File: src/rtl/vga_wr_queue_if.sv
// Pixel-write bus between the CPU VGA port and the write queue, plus the
// queue's status and video memory write outputs.
interface vga_wr_queue_if #(
  parameter int DEPTH = 8,
  parameter int XW    = 8,
  parameter int YW    = 8,
  parameter int CW    = 3
);
  localparam int CNTW = $clog2(DEPTH) + 1;

  logic            wr_en;
  logic [XW-1:0]   wr_x;
  logic [YW-1:0]   wr_y;
  logic [CW-1:0]   wr_c;
  logic            blank;
  logic            full;
  logic            empty;
  logic [CNTW-1:0] count;
  logic            overflow;
  logic            mem_we;
  logic [XW-1:0]   mem_x;
  logic [YW-1:0]   mem_y;
  logic [CW-1:0]   mem_c;

  modport master (
    output wr_en, wr_x, wr_y, wr_c, blank,
    input  full, empty, count, overflow, mem_we, mem_x, mem_y, mem_c
  );

  modport slave (
    input  wr_en, wr_x, wr_y, wr_c, blank,
    output full, empty, count, overflow, mem_we, mem_x, mem_y, mem_c
  );
endinterface

File: src/rtl/vga_wr_queue.sv
// CPU pixel-write FIFO that drains into video memory only during blanking.
// Define VGA_WR_COALESCE_EN to merge repeated writes to the newest queued pixel.
module vga_wr_queue #(
  parameter int DEPTH = 8,
  parameter int XW    = 8,
  parameter int YW    = 8,
  parameter int CW    = 3
) (
  input logic          clk,
  input logic          reset,
  vga_wr_queue_if.slave bus
);
  // state | meaning
  // IDLE  | waiting for blank with entries queued; never pops
  // DRAIN | pops one entry per cycle while blank=1
  localparam int AW   = $clog2(DEPTH);
  localparam int CNTW = AW + 1;
  localparam int EW   = XW + YW + CW;
  localparam logic [0:0] IDLE  = 1'b0;
  localparam logic [0:0] DRAIN = 1'b1;

  logic [EW-1:0]   store [DEPTH];
  logic [AW-1:0]   rd_ptr, wr_ptr;
  logic [CNTW-1:0] count_q, count_nxt;
  logic [0:0]      state;
  logic            ovf_q, full, empty, pop, push, drop, coal;
  logic            we_q;
  logic [XW-1:0]   x_q;
  logic [YW-1:0]   y_q;
  logic [CW-1:0]   c_q;

  assign full  = (count_q == CNTW'(DEPTH));
  assign empty = (count_q == '0);
  assign pop   = (state == DRAIN) && bus.blank && !empty;

`ifdef VGA_WR_COALESCE_EN
  logic [AW-1:0] last_ptr;
  assign last_ptr = wr_ptr - 1'b1;
  // The newest entry can only be the head being popped when it is the sole entry.
  assign coal = bus.wr_en && !empty
             && (store[last_ptr][EW-1:CW] == {bus.wr_x, bus.wr_y})
             && !(pop && (rd_ptr == last_ptr));
`else
  assign coal = 1'b0;
`endif

  assign push = bus.wr_en && !full && !coal;
  assign drop = bus.wr_en && full && !coal;

  always_comb begin
    count_nxt = count_q;
    case ({push, pop})
      2'b10:   count_nxt = count_q + 1'b1;
      2'b01:   count_nxt = count_q - 1'b1;
      default: count_nxt = count_q;
    endcase
  end

  always_ff @(posedge clk) begin
    if (push)
      store[wr_ptr] <= {bus.wr_x, bus.wr_y, bus.wr_c};
`ifdef VGA_WR_COALESCE_EN
    else if (coal)
      store[last_ptr][CW-1:0] <= bus.wr_c;
`endif
  end

  always_ff @(posedge clk or posedge reset) begin
    if (reset) begin
      rd_ptr  <= '0;
      wr_ptr  <= '0;
      count_q <= '0;
      state   <= IDLE;
      ovf_q   <= 1'b0;
      we_q    <= 1'b0;
      x_q     <= '0;
      y_q     <= '0;
      c_q     <= '0;
    end else begin
      count_q <= count_nxt;
      if (push) wr_ptr <= wr_ptr + 1'b1;
      if (drop) ovf_q <= 1'b1;
      we_q <= pop;
      if (pop) begin
        rd_ptr <= rd_ptr + 1'b1;
        x_q    <= store[rd_ptr][EW-1 -: XW];
        y_q    <= store[rd_ptr][CW +: YW];
        c_q    <= store[rd_ptr][CW-1:0];
      end
      case (state)
        IDLE:    if (bus.blank && !empty) state <= DRAIN;
        DRAIN:   if (!bus.blank || (count_nxt == '0)) state <= IDLE;
        default: state <= IDLE;
      endcase
    end
  end

  assign bus.full     = full;
  assign bus.empty    = empty;
  assign bus.count    = count_q;
  assign bus.overflow = ovf_q;
  assign bus.mem_we   = we_q;
  assign bus.mem_x    = x_q;
  assign bus.mem_y    = y_q;
  assign bus.mem_c    = c_q;
endmodule

File: src/flat_wrapper.sv
// flat-port wrapper written by rule: the top's interface ports become plain ports
module vga_wr_queue_flat 
#(
  parameter int DEPTH = 8,
  parameter int XW    = 8,
  parameter int YW    = 8,
  parameter int CW    = 3
)
  (clk, reset, bus_wr_en, bus_wr_x, bus_wr_y, bus_wr_c, bus_blank, bus_full, bus_empty, bus_count, bus_overflow, bus_mem_we, bus_mem_x, bus_mem_y, bus_mem_c);
  vga_wr_queue_if #(.DEPTH(DEPTH), .XW(XW), .YW(YW), .CW(CW)) bus_i ();
  input logic clk;
  input logic reset;
  input wire logic [$bits(bus_i.wr_en)-1:0] bus_wr_en;
  input wire logic [$bits(bus_i.wr_x)-1:0] bus_wr_x;
  input wire logic [$bits(bus_i.wr_y)-1:0] bus_wr_y;
  input wire logic [$bits(bus_i.wr_c)-1:0] bus_wr_c;
  input wire logic [$bits(bus_i.blank)-1:0] bus_blank;
  output wire logic [$bits(bus_i.full)-1:0] bus_full;
  output wire logic [$bits(bus_i.empty)-1:0] bus_empty;
  output wire logic [$bits(bus_i.count)-1:0] bus_count;
  output wire logic [$bits(bus_i.overflow)-1:0] bus_overflow;
  output wire logic [$bits(bus_i.mem_we)-1:0] bus_mem_we;
  output wire logic [$bits(bus_i.mem_x)-1:0] bus_mem_x;
  output wire logic [$bits(bus_i.mem_y)-1:0] bus_mem_y;
  output wire logic [$bits(bus_i.mem_c)-1:0] bus_mem_c;
  assign bus_i.wr_en = bus_wr_en;
  assign bus_i.wr_x = bus_wr_x;
  assign bus_i.wr_y = bus_wr_y;
  assign bus_i.wr_c = bus_wr_c;
  assign bus_i.blank = bus_blank;
  assign bus_full = bus_i.full;
  assign bus_empty = bus_i.empty;
  assign bus_count = bus_i.count;
  assign bus_overflow = bus_i.overflow;
  assign bus_mem_we = bus_i.mem_we;
  assign bus_mem_x = bus_i.mem_x;
  assign bus_mem_y = bus_i.mem_y;
  assign bus_mem_c = bus_i.mem_c;
  vga_wr_queue #(.DEPTH(DEPTH), .XW(XW), .YW(YW), .CW(CW)) u_core (.clk(clk), .reset(reset), .bus(bus_i));
endmodule
File: config.mk
export PLATFORM = sky130hd
export DESIGN_NAME = vga_wr_queue_flat
export DESIGN_NICKNAME = d
export VERILOG_FILES = /design/src/rtl/vga_wr_queue_if.sv /design/src/rtl/vga_wr_queue.sv /design/src/flat_wrapper.sv
export SDC_FILE = /design/constraint.sdc
export NUM_CORES = 1
export LEC_CHECK = 0
export BUFFER_PORTS_ARGS = -buffer_cell sky130_fd_sc_hd__buf_4
export CAP_MARGIN = 20
export CORE_UTILIZATION = 50
export DETAILED_ROUTE_END_ITERATION = 10
export PLACE_DENSITY = 0.66
export SKIP_LAST_GASP = 1
export SYNTH_ARGS = -nofsm -noshare
export SYNTH_HDL_FRONTEND = slang
export SYNTH_SLANG_ARGS = --single-unit
File: constraint.sdc
create_clock -name clk -period 4.5 [get_ports clk]
set_clock_uncertainty 0.15 [all_clocks]
set_input_delay 0.225 -clock clk [delete_from_list [all_inputs] [get_ports clk]]
set_output_delay 0.225 -clock clk [all_outputs]
set_load 0.02 [all_outputs]
==> out/results.env, run 1 <==
CP_COMMON_CELL='a21oi_1'
GRTUSAGEMET1=0.268
MAX_SLEW_MARGIN=0.328
HOLD_SLACK_NS=0.313
USE_MET2=0.301
SYNTH.TOP_CELL.AREA_SHARE=0.642
POST-ROUTE-PERIOD-UTIL=0.661
GP_CONGESTION=0.818
GRT_MOST_USED_LAYER='met2'
CRITICAL_PATH_CAPTURE_POINT_TYPE='flip-flop'
GRT_FIRST_PASS_WIRELENGTH_MM=20.1
MAPPEDNETLISTAREA_UM2=7110
PEAKVDDDROP_mV=0.353
YS_TOP_CELLS_BY_COUNT='edfxtp_1, mux4_2, dfrtp_1, nor2_1, a21oi_1'
SETUP_TOTAL_NEGATIVE_SLACK_NS=0
P_LEAK_uW=0.00298
POST-ROUTE-UTIL=0.613
HOLD_VIOL=0
YS_FF_LATCH=184
WORST_SETUP_HOLD_PATH_CLK_SLEW_NS=0.07
NUMBER_OF_SETUP_BUFFERS_ADDED_AFTER_CTS=0
YOSYSMOSTFREQUENTCELL='edfxtp_1'
DETAILEDPLACE.WORSTSLACK_NS=1.54
DIE_X_UM=121
GRT_PASS1_VIAS=3527
ANTENNA_LEFT=0
CELL_COUNT_AFTER_PLACEMENT=582
ROUTED_WIRE_LENGTH_PER_INSTANCE_UM=20.2
TIGHTEST_PIN_TRANSITION_NS=1.01
POST_LAYOUT_NONFILLER_INSTANCES=636
CLOCK_TREE.BUFFER_DEPTH=2
SYNTH_AREA_LEADERS='edfxtp_1, mux4_2, dfrtp_1'
CP.REQUIRED_NS=4.65
RSZ0062_AT_GRT='no'
POST_SYNTH_INST_COUNT=360
LAYOUT.NETS=470
OUTCOME='complete, no violations'
POSTSYNTHAREAPERCELL_UM2=19.7
FINAL_PERIOD_MINUS_WORST_SETUP_SLACK_NS=2.97
DIE_H_UM=121
CP_MAX_STAGE_DELAY_NS=0.64
HTREE_NUM_LEVELS=4
NETLIST.TOP_CELL.BY_AREA='edfxtp_1'
WORST_PATH_MAX_DELAY_CELL='or4b_4'
ROUTED-VIA-COUNT=3528
ANTENNA_VIOLATIONS_BEFORE_REPAIR=0
GLOBAL_ROUTE.USAGE.MET3=0.0465
NUMBER_OF_SYNTHESIZED_FLOPS_WITH_AN_ENABLE_PIN=152
POSTLAYOUTSETUPSLACKWORST_NS=1.53
SYNTH_FF_TYPE='edfxtp_1'
FP.DIEAREA_UM2=14700
AREA_GROWTH_PCT=19.7
FINAL_SETUP_VIOLATION_COUNT=0
ROUTED_WIRELENGTH_MM=12.9
POST_ROUTE_CELLS_DRIVE_ABOVE_1_SHARE=0.318
DRCVIOLATIONCOUNT=0
CAP_VIOL_MAX_COUNT=0
POST_CTS_RESIZED=0
CTS_INSERTED_BUFFERS=17
FLOORPLAN.IO_PINS=50
MAX_CLOCK_FREQ_MHz=336
MIN_PATH_TYPE='primary input to asynchronous set/reset pin'
SYNTH-ASYNC-RESET-RATIO=0.174
TRACK_USAGE=0.197
INSERTEDDIODECOUNT=0
POSTSYNTHNETCOUNT=387
NUMBER_OF_SEARCH_AND_REPAIR_ITERATIONS_IN_THE_FIRST_DETAILED_ROUTING_PASS=5
ROOT_BUFFER='clkbuf_16'
LARGEST_NET_DEGREE_AT_THE_START_OF_GLOBAL_ROUTING=43
NUM_ROWS=43
WORST_EP_ARRIVAL_TIME_NS=3.12
INITIAL_CORE_UTIL=0.512
CORE_AREA_UM2=13900
CRITPATHKIND='flip-flop to flip-flop'
SYNTH_WARNINGS=0
CTS_TREE='done'
CLOCK_NET_SINK_COUNT=184
DRTITER0DRC=156
YS_TYPES=33
WORST-PATH-MAX-FANOUT=9
WORSTPATHCELLLIST='or4b_4 > a211oi_4 > xor2_1 > ha_1 > a21oi_1 > or3_1 > a311oi_1 > a21oi_1'
SYNTH.YOSYS.SEQ_AREA_SHARE=0.755
WORSTSKEWPAIRLATENCY_NS=0.42
CP-START-KIND='flip-flop'
OVERFLOW=0
DETAILED_PLACE_HPWL_MM=7.41
POWER-PER-CELL-AREA_nW_PER_UM2=635
PLACE.PORT_BUFFERS=49
DRT-VIAS-PER-INSTANCE=5.55
FINAL-MAX-SLEW-VIOLATION-COUNT=0
critical path: cells and delay by family, from the launching register on:
kind	cells	cell delay, ns
fa+ha+maj	1	0.17
flops	1	0.50
xor+xnor	1	0.19
simple gates	2	1.00
compound gates	4	0.84
power by group:
group	leakage, uW	switching (uW)	internal, uW	total [uW]
Sequential	0.00174	304	2190	2500
Clock	0.000270	607	771	1380
Combinational	0.000964	748	773	1520
metrics by stage:
step / cell area [um^2] / total power (uW)
finish: 8500 / 5400
global route: 8500 / 5680
CTS: 8500 / 5480
global placement: 7740 / 4040
floorplan: 7110 / 3540
detailed placement: 7740 / 4080
metal layers:
layer | vias up | wire, um
met2 | 92 | 6460
met3 | 12 | 619
met5 | - | 0
met4 | 0 | 167
met1 | 1833 | 5600
li1 | 1591 | -
worst paths after layout:
kind	startpoint	end	slack [ns]	cells past startpoint
hold / removal	reset	u_core.bus.mem_we	0.31	4
setup / recovery	u_core.bus.count[2]	u_core.state	1.53	8
min in group clk	u_core.bus.overflow	u_core.bus.overflow	0.32	1
max in group asynchronous	reset	u_core.rd_ptr[0]	3.51	4
setup reg to reg	u_core.bus.count[2]	u_core.state	1.53	8
hold reg to reg	u_core.bus.overflow	u_core.bus.overflow	0.32	1
area by class of cell:
type / count / area, um^2
clock buffer: 19 / 443
timing repair buffer: 82 / 671
tap: 180 / 225
inverter: 4 / 15.0
clock inverter: 13 / 105
fill: 1002 / 5380
multi-input combinational: 154 / 1680
sequential: 184 / 5370
cell usage in the layout (no fill, tap or decap), drive strengths merged:
| master | count |
|---|---|
| mux2i | 21 |
| a21oi | 22 |
| nand3 | 2 |
| nor2 | 28 |
| nand3b | 1 |
| a311oi | 1 |
| clkinv | 9 |
| edfxtp | 152 |
| o21ai | 2 |
| xnor2 | 5 |
| clkbuf | 19 |
| nor3 | 2 |
| nor4 | 2 |
| nor3b | 2 |
| nand4b | 1 |
| dfrtp | 32 |
| a211oi | 1 |
| mux2 | 3 |
| or3 | 1 |
| or4b | 1 |
| nand2b | 4 |
| dlygate4sd3 | 22 |
| or2 | 1 |
| xor2 | 3 |
| inv | 5 |
| and2 | 1 |
| clkinvlp | 2 |
| ha | 4 |
| a21o | 1 |
| mux4 | 38 |
| bufinv | 1 |
| buf | 60 |
| nand2 | 7 |
repair_timing:
item                                   CTS  global route
hold buffers                            22             0
setup endpoints to repair                0             0
endpoints found under the hold margin  187             0
cells by family after synthesis:
group | share of synthesized area
flops | 0.755
mux | 0.155
simple gates | 0.0377
compound gates | 0.0220
buf+inv | 0.0137
xor+xnor | 0.00986
fa+ha+maj | 0.00704
flip-flops by register name (all words and copies together) (netlist names):
register and flops:
u_core.bus.count 4, u_core.bus.mem_c 3, u_core.bus.mem_we 1, u_core.bus.mem_x 8
u_core.bus.mem_y 8, u_core.bus.overflow 1, u_core.rd_ptr 3, u_core.state 1
u_core.store 152, u_core.wr_ptr 3
(Power assumes the default switching activity.)
==> run 2: changes to the inputs <==
Settings changed: PLACE_DENSITY 0.66 to 0.69.
Clock period 4.5 ns to 2.65 ns, I/O delays scaled along.
==> run 2 against run 1 <==
Against the previous run: clock power up 78%; count of clock-buffer cells in the layout up 5; worst hold slack worse by 0.30 ns; cell count up 3.0%; flip-flop and latch count unchanged; critical path depth unchanged; highest routed layer unchanged; core utilization up 1.8 points.
==> out/results.env, run 2 (synthesis results as in run 1) <==
CTS_INSERTED_BUFFERS=17  # unchanged
LARGEST_REG_FLOPS=152  # unchanged
CTS_TREE='done'
LAYOUT.NETS=489  # +4.0%
CP_MAX_STAGE_DELAY_NS=0.57  # -0.07 ns
CRIT_PATH_END='u_core.bus.count[2]'
ANTENNA_VIOLATIONS_BEFORE_REPAIR=0  # unchanged
DIE_X_UM=121  # unchanged
MOSTFREQUENTLAYOUTCELLS='edfxtp_1, buf_4, mux4_2'
FINAL_SETUP_VIOLATION_COUNT=0  # unchanged
POWER-PER-CELL-AREA_nW_PER_UM2=1090  # +72%
WORST_SETUP_HOLD_PATH_CLK_SLEW_NS=0.06  # about the same
DRTITER0DRC=179  # +15%
NUM_ROWS=43  # unchanged
DRT-VIAS-PER-INSTANCE=5.47  # -1.4%
NUMBER_OF_SEARCH_AND_REPAIR_ITERATIONS_IN_THE_FIRST_DETAILED_ROUTING_PASS=4  # -1
GP_CONGESTION=0.745  # -8.8%
POST-ROUTE-UTIL=0.631  # +0.0178
RR_STARTPOINT='u_core.bus.count[2]'
WORST_PATH_MAX_DELAY_CELL='or4b_4'
RR_ENDPOINT='u_core.bus.count[2]'
CRITICAL_PATH_CAPTURE_POINT_TYPE='flip-flop'
CRITPATHLAUNCH='u_core.bus.count[2]'
R2R_CELLS=8  # unchanged
INITIAL_CORE_UTIL=0.512  # unchanged
TIGHTEST_PIN_TRANSITION_NS=0.968  # -0.0378 ns
ANTENNA_LEFT=0  # unchanged
OUTCOME='complete, no violations'
ROUTED_WIRE_LENGTH_PER_INSTANCE_UM=20.1  # -0.66%
DIE_H_UM=121  # unchanged
CLOCK_TREE.BUFFER_DEPTH=2  # unchanged
WORST_EP_ARRIVAL_TIME_NS=2.76  # -0.36 ns
SETUP_TOTAL_NEGATIVE_SLACK_NS=0  # unchanged
RSZ0062_AT_GRT='yes'
CRITPATHKIND='flip-flop to flip-flop'
ROUTED-VIA-COUNT=3584  # +1.6%
R2R_SETUP_SLACK_NS=0.03  # -1.49 ns
FP.DIEAREA_UM2=14700  # unchanged
CLOCK_NET_SINK_COUNT=184  # unchanged
P_LEAK_uW=0.00310  # +4.2%
CP-START-KIND='flip-flop'
CAP_VIOL_MAX_COUNT=0  # unchanged
FINAL-MAX-SLEW-VIOLATION-COUNT=0  # unchanged
DETAILED_PLACE_HPWL_MM=8.05  # +8.7%
WORST-PATH-MAX-FANOUT=4  # -5
PLACE.PORT_BUFFERS=49  # unchanged
DRCVIOLATIONCOUNT=0  # unchanged
TRACK_USAGE=0.199  # +0.00238
HOLD_VIOL=0  # unchanged
ROOT_BUFFER='clkbuf_16'
POST-LAYOUT-TOTAL-POWER_uW=9540  # +77%
CORE_AREA_UM2=13900  # unchanged
FLOORPLAN.IO_PINS=50  # unchanged
WORSTSKEWPAIRLATENCY_NS=0.42  # about the same
MULTI_INPUT_COMB_AREA_UM2=1690  # +1.0%
MAX_CLOCK_FREQ_MHz=382  # +14%
AREA_GROWTH_PCT=23.2
LARGEST_NET_DEGREE_AT_THE_START_OF_GLOBAL_ROUTING=24  # -44%
HOLD_SLACK_NS=0.0171  # -0.296 ns
POST_ROUTE_CELLS_DRIVE_ABOVE_1_SHARE=0.354  # +0.0357
HTREE_NUM_LEVELS=4  # unchanged
POST-ROUTE-PERIOD-UTIL=0.987  # +0.326
SEQUENTIAL_CELL_AREA_UM2=5370  # about the same
ROUTED_WIRELENGTH_MM=13.1  # +2.3%
OVERFLOW=0  # unchanged
LAYOUT_COMMONEST_CELL='edfxtp_1'
FILLERS=967  # -3.5%
WORSTPATHCELLLIST='or4b_4 > a211oi_4 > xor2_1 > ha_2 > a21oi_2 > or3_4 > and2_1 > xnor2_1'
TOP_REGISTER='u_core.store'
GRT_FIRST_PASS_WIRELENGTH_MM=20.5  # +2.1%
FINAL_PERIOD_MINUS_WORST_SETUP_SLACK_NS=2.62  # -0.358 ns
CP.REQUIRED_NS=2.80  # -1.85 ns
GRT_PASS1_VIAS=3788  # +7.4%
MAX_SLEW_MARGIN=0.351  # +0.0233
PEAKVDDDROP_mV=0.560  # +59%
INSERTEDDIODECOUNT=0  # unchanged
MIN_PATH_TYPE='primary input to asynchronous set/reset pin'
==> run 2: changes by cell type in the layout (fill, tap and decap cells not counted), moves of 2 or more <==
cell / delta
buf_12: +3
buf_4: +15
clkbuf_1: +4
clkinv_2: -2
clkinv_4: -2
dfrtp_1: -3
dfrtp_2: +4
==> run 2: critical path, delay by kind of cell (launching register included) <==
kind | cells | cell delay (ns)
compound gates | 2 | 0.29
xor+xnor | 2 | 0.34
flops | 1 | 0.43
simple gates | 3 | 1.07
fa+ha+maj | 1 | 0.21
==> run 2: area by class of cell <==
type                       count  area share
sequential                   184       0.614
clock buffer                  24      0.0552
clock inverter                 8      0.0107
multi-input combinational    154       0.194
inverter                       4     0.00172
timing repair buffer         101      0.0995
tap                          180      0.0257
==> run 2: through the flow <==
step | setup WS, ns | cell area, um^2 | instances
final | 0.0347 | 8750 | 655
after global routing | -0.0748 | 8750 | 655
after CTS | 0.0176 | 8690 | 652
after detailed placement | 0.0353 | 7900 | 598
after global placement | 0.0887 | 7900 | 598
after floorplan | -0.0877 | 7120 | 360
==> run 2: worst min path at each step <==
stage                               end  slack [ns]                 from
floorplan            u_core.store[0][0]        0.08          bus_wr_c[0]
global placement    u_core.store[2][15]        0.21          bus_wr_x[4]
detailed placement   u_core.store[5][3]        0.22          bus_wr_y[0]
CTS                 u_core.bus.overflow        0.31  u_core.bus.overflow
global route        u_core.bus.overflow       0.008                reset
finish              u_core.bus.overflow        0.02                reset
==> run 2: where the power goes <==
group          total [uW]  leakage [uW]  switching, uW  internal [uW]
combinational        3040       0.00108           1540           1500
sequential           4050       0.00174            327           3730
clock                2450      0.000283            981           1460
total                9540       0.00310           2850           6690
==> run 2: metal layers <==
| layer | global-route usage | wire [um] | vias to the layer above |
|---|---|---|---|
| li1 | - | - | 1625 |
| met1 | 0.262 | 5560 | 1859 |
| met2 | 0.327 | 6870 | 89 |
| met3 | 0.0517 | 616 | 11 |
| met4 | 0.0617 | 100 | 0 |
| met5 | 0 | 0 | - |
==> run 2: repair_timing <==
action,in CTS,in global routing
buffers inserted,0,2
hold buffers,22,0
endpoints found under the hold margin,178,0
setup endpoints to repair,0,2
gates resized for setup,0,4
